## config.mk

```make
export PLATFORM = sky130hd
export DESIGN_NAME = mc_control_fsm_flat
export DESIGN_NICKNAME = d
export VERILOG_FILES = /design/src/rtl/riscv_ctrl_pkg.sv /design/src/rtl/mc_control_fsm_if.sv /design/src/rtl/mem_wait_timer.sv /design/src/rtl/mc_control_fsm.sv /design/src/flat_wrapper.sv
export SDC_FILE = /design/constraint.sdc
export NUM_CORES = 1
export LEC_CHECK = 0
export ABC_AREA = 1
export ABC_CLOCK_PERIOD_IN_PS = 1230
export BUFFER_PORTS_ARGS = -buffer_cell sky130_fd_sc_hd__buf_2
export CAP_MARGIN = 20
export CORE_UTILIZATION = 41
export CTS_CLUSTER_DIAMETER = 80
export DETAILED_ROUTE_END_ITERATION = 8
export PLACE_DENSITY = 0.74
export SETUP_SLACK_MARGIN = 0.15
export SLEW_MARGIN = 10
export SYNTH_ARGS = -nofsm -noshare
export SYNTH_HDL_FRONTEND = slang
export SYNTH_HIERARCHICAL = 1
export SYNTH_SLANG_ARGS = --single-unit
```

## constraint.sdc

```tcl
create_clock -name clk -period 1.23 [get_ports clk]
set_input_delay 0.1845 -clock clk [delete_from_list [all_inputs] [get_ports clk]]
set_output_delay 0.1845 -clock clk [all_outputs]
set_load 0.01 [all_outputs]
```

## src/rtl/riscv_ctrl_pkg.sv

```systemverilog
// Shared encodings for the multi-cycle control path: FSM states, opcodes,
// ALUOp codes (also consumed by alu_control) and datapath mux selects.
package riscv_ctrl_pkg;

  typedef enum logic [3:0] {
    StFetch    = 4'd0,
    StDecode   = 4'd1,
    StMemAdr   = 4'd2,
    StMemRead  = 4'd3,
    StMemWb    = 4'd4,
    StMemWrite = 4'd5,
    StExecR    = 4'd6,
    StExecI    = 4'd7,
    StAluWb    = 4'd8,
    StJal      = 4'd9,
    StBeq      = 4'd10,
    StTrap     = 4'd11
  } state_t;

  localparam logic [6:0] OPC_LOAD  = 7'b0000011;
  localparam logic [6:0] OPC_STORE = 7'b0100011;
  localparam logic [6:0] OPC_RTYPE = 7'b0110011;
  localparam logic [6:0] OPC_ITYPE = 7'b0010011;
  localparam logic [6:0] OPC_JAL   = 7'b1101111;
  localparam logic [6:0] OPC_BEQ   = 7'b1100011;

  localparam logic [1:0] ALUOP_ADD   = 2'b00;
  localparam logic [1:0] ALUOP_SUB   = 2'b01;
  localparam logic [1:0] ALUOP_FUNCT = 2'b10;

  localparam logic [1:0] SRCA_PC    = 2'b00;
  localparam logic [1:0] SRCA_OLDPC = 2'b01;
  localparam logic [1:0] SRCA_RS1   = 2'b10;

  localparam logic [1:0] SRCB_RS2  = 2'b00;
  localparam logic [1:0] SRCB_IMM  = 2'b01;
  localparam logic [1:0] SRCB_FOUR = 2'b10;

  localparam logic [1:0] RES_ALUOUT = 2'b00;
  localparam logic [1:0] RES_MEM    = 2'b01;
  localparam logic [1:0] RES_ALU    = 2'b10;

endpackage

```

## src/rtl/mc_control_fsm_if.sv

```systemverilog
// Unified instruction/data memory port: req/ready handshake plus address select.
interface mc_control_fsm_if;
  logic mem_req;
  logic mem_we;
  logic adr_src;
  logic mem_ready;

  modport master (output mem_req, output mem_we, output adr_src, input mem_ready);
  modport slave  (input mem_req, input mem_we, input adr_src, output mem_ready);
endinterface

```

## src/rtl/mem_wait_timer.sv

```systemverilog
// Counts consecutive stalled memory cycles and flags the cycle on which the
// limit is reached without mem_ready. MEM_WAIT_MAX = 0 disables the timeout.
module mem_wait_timer #(
  parameter int unsigned MEM_WAIT_MAX = 0,
  parameter int unsigned WAIT_CNT_W   = 8
) (
  input  logic clk,
  input  logic reset,
  input  logic waiting,
  output logic timeout
);

  // Limit wraps to all-ones when disabled; the enable term masks it.
  localparam logic [WAIT_CNT_W-1:0] Limit = WAIT_CNT_W'(MEM_WAIT_MAX - 32'd1);
  localparam bit Enabled = (MEM_WAIT_MAX != 0);

  logic [WAIT_CNT_W-1:0] cnt_q;

  assign timeout = Enabled && waiting && (cnt_q == Limit);

  // Any non-waiting cycle covers both "ready seen" and "state left".
  always_ff @(posedge clk) begin
    if (reset) begin
      cnt_q <= '0;
    end else if (waiting && !timeout) begin
      cnt_q <= cnt_q + 1'b1;
    end else begin
      cnt_q <= '0;
    end
  end

endmodule

```

## src/rtl/mc_control_fsm.sv

```systemverilog
// Multi-cycle main control FSM. Define ILLEGAL_TRAP_EN to trap on unknown
// opcodes; otherwise they retire as NOPs from DECODE.
module mc_control_fsm
  import riscv_ctrl_pkg::*;
#(
  parameter int unsigned MEM_WAIT_MAX = 0,
  parameter int unsigned WAIT_CNT_W   = 8
) (
  input  logic                    clk,
  input  logic                    reset,
  input  logic [6:0]              opcode,
  input  logic                    zero,
  mc_control_fsm_if.master        bus,
  output logic                    ir_write,
  output logic                    pc_en,
  output logic [1:0]              alu_src_a,
  output logic [1:0]              alu_src_b,
  output logic [1:0]              ALUOp,
  output logic [1:0]              result_src,
  output logic                    reg_write,
  output logic                    instr_done,
  output logic                    trap,
  output logic [3:0]              state_o
);

  state_t state_q, state_d;
  logic   trap_q;
  logic   waiting, timeout;

  assign waiting = (state_q inside {StFetch, StMemRead, StMemWrite}) && !bus.mem_ready;

  mem_wait_timer #(
    .MEM_WAIT_MAX (MEM_WAIT_MAX),
    .WAIT_CNT_W   (WAIT_CNT_W)
  ) u_wait_timer (
    .clk     (clk),
    .reset   (reset),
    .waiting (waiting),
    .timeout (timeout)
  );

  always_comb begin
    state_d = state_q;
    unique case (state_q)
      StFetch:    if (timeout) state_d = StTrap; else if (bus.mem_ready) state_d = StDecode;
      StDecode: begin
        case (opcode)
          OPC_LOAD, OPC_STORE: state_d = StMemAdr;
          OPC_RTYPE:           state_d = StExecR;
          OPC_ITYPE:           state_d = StExecI;
          OPC_JAL:             state_d = StJal;
          OPC_BEQ:             state_d = StBeq;
`ifdef ILLEGAL_TRAP_EN
          default:             state_d = StTrap;
`else
          default:             state_d = StFetch;
`endif
        endcase
      end
      StMemAdr:   state_d = (opcode == OPC_LOAD) ? StMemRead : StMemWrite;
      StMemRead:  if (timeout) state_d = StTrap; else if (bus.mem_ready) state_d = StMemWb;
      StMemWb:    state_d = StFetch;
      StMemWrite: if (timeout) state_d = StTrap; else if (bus.mem_ready) state_d = StFetch;
      StExecR:    state_d = StAluWb;
      StExecI:    state_d = StAluWb;
      StAluWb:    state_d = StFetch;
      StJal:      state_d = StAluWb;
      StBeq:      state_d = StFetch;
      StTrap:     state_d = StTrap;
      default:    state_d = StFetch;
    endcase
  end

  always_ff @(posedge clk) begin
    if (reset) begin
      state_q <= StFetch;
      trap_q  <= 1'b0;
    end else begin
      state_q <= state_d;
      if (state_d == StTrap) trap_q <= 1'b1;
    end
  end

  // Moore decode; only handshake-completion terms look at mem_ready.
  always_comb begin
    bus.mem_req = 1'b0;
    bus.mem_we  = 1'b0;
    bus.adr_src = 1'b0;
    ir_write    = 1'b0;
    pc_en       = 1'b0;
    alu_src_a   = SRCA_PC;
    alu_src_b   = SRCB_RS2;
    ALUOp       = ALUOP_ADD;
    result_src  = RES_ALUOUT;
    reg_write   = 1'b0;
    instr_done  = 1'b0;
    if (!reset) begin
      unique case (state_q)
        StFetch: begin
          bus.mem_req = 1'b1;
          alu_src_b   = SRCB_FOUR;
          result_src  = RES_ALU;
          ir_write    = bus.mem_ready;
          pc_en       = bus.mem_ready;
        end
        StDecode: begin
          alu_src_a = SRCA_OLDPC;
          alu_src_b = SRCB_IMM;
`ifndef ILLEGAL_TRAP_EN
          instr_done = (state_d == StFetch);
`endif
        end
        StMemAdr: begin
          alu_src_a = SRCA_RS1;
          alu_src_b = SRCB_IMM;
        end
        StMemRead: begin
          bus.mem_req = 1'b1;
          bus.adr_src = 1'b1;
        end
        StMemWb: begin
          result_src = RES_MEM;
          reg_write  = 1'b1;
          instr_done = 1'b1;
        end
        StMemWrite: begin
          bus.mem_req = 1'b1;
          bus.mem_we  = 1'b1;
          bus.adr_src = 1'b1;
          instr_done  = bus.mem_ready;
        end
        StExecR: begin
          alu_src_a = SRCA_RS1;
          alu_src_b = SRCB_RS2;
          ALUOp     = ALUOP_FUNCT;
        end
        StExecI: begin
          alu_src_a = SRCA_RS1;
          alu_src_b = SRCB_IMM;
          ALUOp     = ALUOP_FUNCT;
        end
        StAluWb: begin
          reg_write  = 1'b1;
          instr_done = 1'b1;
        end
        StJal: begin
          alu_src_a = SRCA_OLDPC;
          alu_src_b = SRCB_FOUR;
          pc_en     = 1'b1;
        end
        StBeq: begin
          alu_src_a  = SRCA_RS1;
          alu_src_b  = SRCB_RS2;
          ALUOp      = ALUOP_SUB;
          pc_en      = zero;
          instr_done = 1'b1;
        end
        default: ;
      endcase
    end
  end

  assign trap    = trap_q && !reset;
  assign state_o = reset ? StFetch : state_q;

endmodule

```

## src/flat_wrapper.sv

```systemverilog
// flat-port wrapper written by rule: the top's interface ports become plain ports
module mc_control_fsm_flat import riscv_ctrl_pkg::*;
#(
  parameter int unsigned MEM_WAIT_MAX = 0,
  parameter int unsigned WAIT_CNT_W   = 8
)
  (clk, reset, opcode, zero, ir_write, pc_en, alu_src_a, alu_src_b, ALUOp, result_src, reg_write, instr_done, trap, state_o, bus_mem_req, bus_mem_we, bus_adr_src, bus_mem_ready);
  mc_control_fsm_if bus_i ();
  input  logic clk;
  input  logic reset;
  input  logic [6:0] opcode;
  input  logic zero;
  output logic ir_write;
  output logic pc_en;
  output logic [1:0] alu_src_a;
  output logic [1:0] alu_src_b;
  output logic [1:0] ALUOp;
  output logic [1:0] result_src;
  output logic reg_write;
  output logic instr_done;
  output logic trap;
  output logic [3:0] state_o;
  output wire logic [$bits(bus_i.mem_req)-1:0] bus_mem_req;
  output wire logic [$bits(bus_i.mem_we)-1:0] bus_mem_we;
  output wire logic [$bits(bus_i.adr_src)-1:0] bus_adr_src;
  input wire logic [$bits(bus_i.mem_ready)-1:0] bus_mem_ready;
  assign bus_mem_req = bus_i.mem_req;
  assign bus_mem_we = bus_i.mem_we;
  assign bus_adr_src = bus_i.adr_src;
  assign bus_i.mem_ready = bus_mem_ready;
  mc_control_fsm #(.MEM_WAIT_MAX(MEM_WAIT_MAX), .WAIT_CNT_W(WAIT_CNT_W)) u_core (.clk(clk), .reset(reset), .opcode(opcode), .zero(zero), .bus(bus_i), .ir_write(ir_write), .pc_en(pc_en), .alu_src_a(alu_src_a), .alu_src_b(alu_src_b), .ALUOp(ALUOp), .result_src(result_src), .reg_write(reg_write), .instr_done(instr_done), .trap(trap), .state_o(state_o));
endmodule
```

==> flow_metrics.py, run 1 <==
metrics = {
    "placement": {
        "post-place-ws_ns": -0.3792,
        "place_congestion": 0.9156,
        "io_buffers": 30,
        "post-dp-hpwl_um": 1964,
    },
    "die": {
        "die_h_um": 42.67,
        "io_pins": 31,
        "row_count": 14,
        "start_util": 0.4450,
        "fp.dieW_um": 42.67,
    },
    "status": {
        "haltStage": "global routing (5_1_grt)",
        "status": "stopped before the end",
        "firstError": "[ERROR DPL-0038] Utilization greater than 100%, impossible to legalize",
    },
    "clock_network": {
        "cts_buffers": 3,
        "cts.sinks": 5,
        "htreeDepth": 1,
        "root_buffer": "clkbuf_4",
        "cts_buffer_depth": 2,
        "cts_hold_buffers": 0,
    },
    "synth": {
        "syn_area_per_cell_sq_um": 5.061,
        "syn-num-nets": 145,
        "syn_inst": 134,
        "netlist_area_sq_um": 678.2,
        "yosysWarnings": 6,
    },
    "timing": {
        "postGrtWorstEndpoint": "instr_done",
        "worstEndpointType": "output port",
    },
    "global_routing": {
        "grt_max_degree": 9,
    },
}
==> what timing repair did <==
action                                  in CTS
gates resized for setup                     51
hold endpoints to repair                     0
gates cloned                                 0
endpoints found under the setup margin      24
pin swaps                                   19
buffers inserted                            14
==> metrics by stage <==
step | instance area (sq um) | hold slack [ns] | utilization | TNS, ns | instances
floorplan | 713.2 | 0.4080 | - | -0.09520 | 134
global placement | 1124 | 0.4328 | 0.7373 | -1.279 | 211
detailed placement | 1124 | 0.4503 | 0.7373 | -1.643 | 211
CTS | 1425 | 0.2151 | 0.9351 | -5.085 | 229
==> run 2: changes to the inputs <==
--- a/config.mk
+++ b/config.mk
@@ -6,14 +6,13 @@
 export NUM_CORES = 1
 export LEC_CHECK = 0
 export ABC_AREA = 1
-export ABC_CLOCK_PERIOD_IN_PS = 1230
+export ABC_CLOCK_PERIOD_IN_PS = 1600
 export BUFFER_PORTS_ARGS = -buffer_cell sky130_fd_sc_hd__buf_2
 export CAP_MARGIN = 20
-export CORE_UTILIZATION = 41
-export CTS_CLUSTER_DIAMETER = 80
+export CORE_AREA = 2 2 63 65
 export DETAILED_ROUTE_END_ITERATION = 8
-export PLACE_DENSITY = 0.74
-export SETUP_SLACK_MARGIN = 0.15
+export DIE_AREA = 0 0 65 67
+export PLACE_DENSITY_LB_ADDON = 0.15
 export SLEW_MARGIN = 10
 export SYNTH_ARGS = -nofsm -noshare
 export SYNTH_HDL_FRONTEND = slang
==> constraint.sdc (replaced) <==
create_clock -name clk -period 1.6 [get_ports clk]
set_input_delay 0.24 -clock clk [delete_from_list [all_inputs] [get_ports clk]]
set_output_delay 0.24 -clock clk [all_outputs]
set_load 0.01 [all_outputs]
==> run 2 against run 1 <==
  * The flow now finishes, with violations (negative setup slack)
  * Synthesized cell count unchanged
  * Area after synthesis unchanged
==> flow_metrics.py, run 2 <==
metrics = {
    "setup_path": {
        "worstPathCellList": "nand2_2 > inv_2 > nand2_4 > nor2_1 > nor2_2 > nand3_2 > nor2_2 > nand2_1 > a21oi_2 > buf_2",
        "path_max_fanout": 6,
        "r2r_slack_ns": -0.18,
        "endpoint_kind": "primary output",
        "crit_path_frequent_cell": "nor2_2",
        "critPathLaunchType": "flip-flop",
        "reg2reg_depth": 13,
        "max_stage_delay_ns": 0.37,
        "timing.rr.start": "u_core/state_q[1]",
        "path_class": "reg -> out",
        "critical-path-slowest-cell": "dfxtp_4",
        "cp_top_family": "simple AND/OR/NAND/NOR gates",
        "worstPathArrival_ns": 1.57,
        "r2r_end": "u_core/trap_q",
        "critical_path_buf_inv_count": 2,
        "required_ns": 1.36,
    },
    "synth": {
        "syn_area_per_cell_sq_um": 5.061,
        "syn-num-nets": 145,
        "yosysWarnings": 6,
        "netlist_area_sq_um": 678.2,
        "syn_inst": 134,
    },
    "die": {
        "io_pins": 31,
        "fp.dieW_um": 65,
        "start_util": 0.1881,
        "row_count": 22,
        "die_area_sq_mm": 0.004355,
        "die_h_um": 67,
        "coreArea_sq_mm": 0.003606,
    },
    "timing": {
        "max_freq_mhz": 553.6,
        "period_share": 1.129,
        "holdWs_ns": 0.2753,
        "rsz0062_at_grt": "true",
        "finClkSkew_ns": 0.0005034,
        "drv_slew": 0,
        "hold_viol": 0,
        "setup-violations-final": 8,
        "tns_ns": -0.7906,
        "fin_ws_ns": -0.2062,
        "layout_min_cycle_time_ns": 1.806,
    },
    "drt": {
        "vias_per_cell": 4.403,
        "routed_wl_um": 2859,
        "wire_per_inst_um": 11.08,
        "vias": 1136,
        "dr.pass1.iters": 4,
        "drtIter0Drc": 52,
        "final_antenna_net_count": 0,
        "drc_errors": 0,
    },
    "cells_and_area": {
        "diodes": 0,
        "nFillCells": 389,
        "nets": 222,
        "areaGrowthSynthToFinish_pct": 115.7,
        "multi_input_area_sq_um": 635.6,
        "layout_commonest_cell": "buf_4",
        "drive_gt1_frac": 0.6143,
        "largest_reg_flops": 4,
        "top_regs": "u_core/state_q (4), u_core/trap_q (1)",
        "regMostFlops": "u_core/state_q",
        "mostFrequentLayoutCells": "buf_4 (39), buf_2 (30), nand2_1 (21), nor2_1 (19), inv_1 (15)",
        "seqCellArea_sq_um": 115.1,
        "final_core_util": 0.4056,
    },
    "power": {
        "leakage_uw": 0.0008018,
        "p_total_uw": 1649,
        "power_density_mw_per_mm2": 1128,
        "peakVddDrop_uv": 705.2,
    },
    "global_routing": {
        "gr-usage-all-layers": 0.1299,
        "antenna_found_initial": 0,
        "grt_first_pass_wirelength_um": 4360,
        "grt_max_degree": 14,
        "overflow": 0,
        "grt_pass1_vias": 992,
    },
    "placement": {
        "post-dp-hpwl_um": 2153,
        "post-place-ws_ns": -0.1346,
        "io_buffers": 30,
        "place_congestion": 0.7837,
    },
    "status": {
        "violations": "negative setup slack",
        "status": "finished with violations",
    },
    "clock_network": {
        "clk_latency_ns": 0.22,
        "clkTransAtPathRegs_ns": 0.04,
        "cts_tree": "built",
        "cts_buffers": 3,
        "cts.sinks": 5,
        "root_buffer": "clkbuf_8",
        "cts_buffer_depth": 2,
        "cts_hold_buffers": 0,
        "htreeDepth": 1,
    },
    "run": {
        "maxCapViolations": 0,
    },
    "hold_path": {
        "min-delay-start": "reset",
        "hold-path-cell-count": 2,
        "hold_end": "u_core/state_q[0]",
        "hold_path_class": "in -> reg",
    },
}
run 2: repair_timing:
item,4_1_cts,5_1_grt
buffers inserted,14,6
pin swaps,14,10
resized for setup,51,19
setup endpoints to repair,8,12
run 2: worst max-delay path by stage:
stage | start | end | slack, ns | depth (start not counted)
2_1_floorplan | u_core/state_q[2] | instr_done | 0.1 | 10
6_report | u_core/state_q[1] | instr_done | -0.21 | 10
5_1_grt | u_core/state_q[1] | instr_done | -0.30 | 10
3_5_place_dp | u_core/state_q[3] | instr_done | -0.13 | 9
4_1_cts | u_core/state_q[2] | instr_done | -0.20 | 11
3_3_place_gp | u_core/state_q[3] | instr_done | -0.16 | 9
run 2: metal layers:
metal	part of all wire	GRT usage	routed length (um)
met4	0.0042	0.007979	12
met1	0.42	0.1549	1215
met5	0	0	0
met3	0.072	0.03209	207
met2	0.50	0.2436	1424
run 2: where the power goes:
part	switching (uW)	leakage [uW]	internal (uW)	total, uW
registers	58.5	0.0000437	164	223
clock network	62.3	0.0000228	171	233
logic	585	0.000735	608	1190
run 2: stage by stage:
step | cell area, sq um | std cells
6_report | 1463 | 258
5_1_grt | 1463 | 258
4_1_cts | 1349 | 252
3_5_place_dp | 1069 | 235
3_3_place_gp | 1069 | 235
2_1_floorplan | 678.2 | 134
run 2: layout make-up:
type                       instances  area share
multi-input combinational        103      0.4346
timing repair buffer              75      0.3490
sequential                         5     0.07870
inverter                          23     0.06587
tap                               48     0.04106
clock buffer                       4     0.03080
Note: power is estimated with default switching activity, not from simulation.
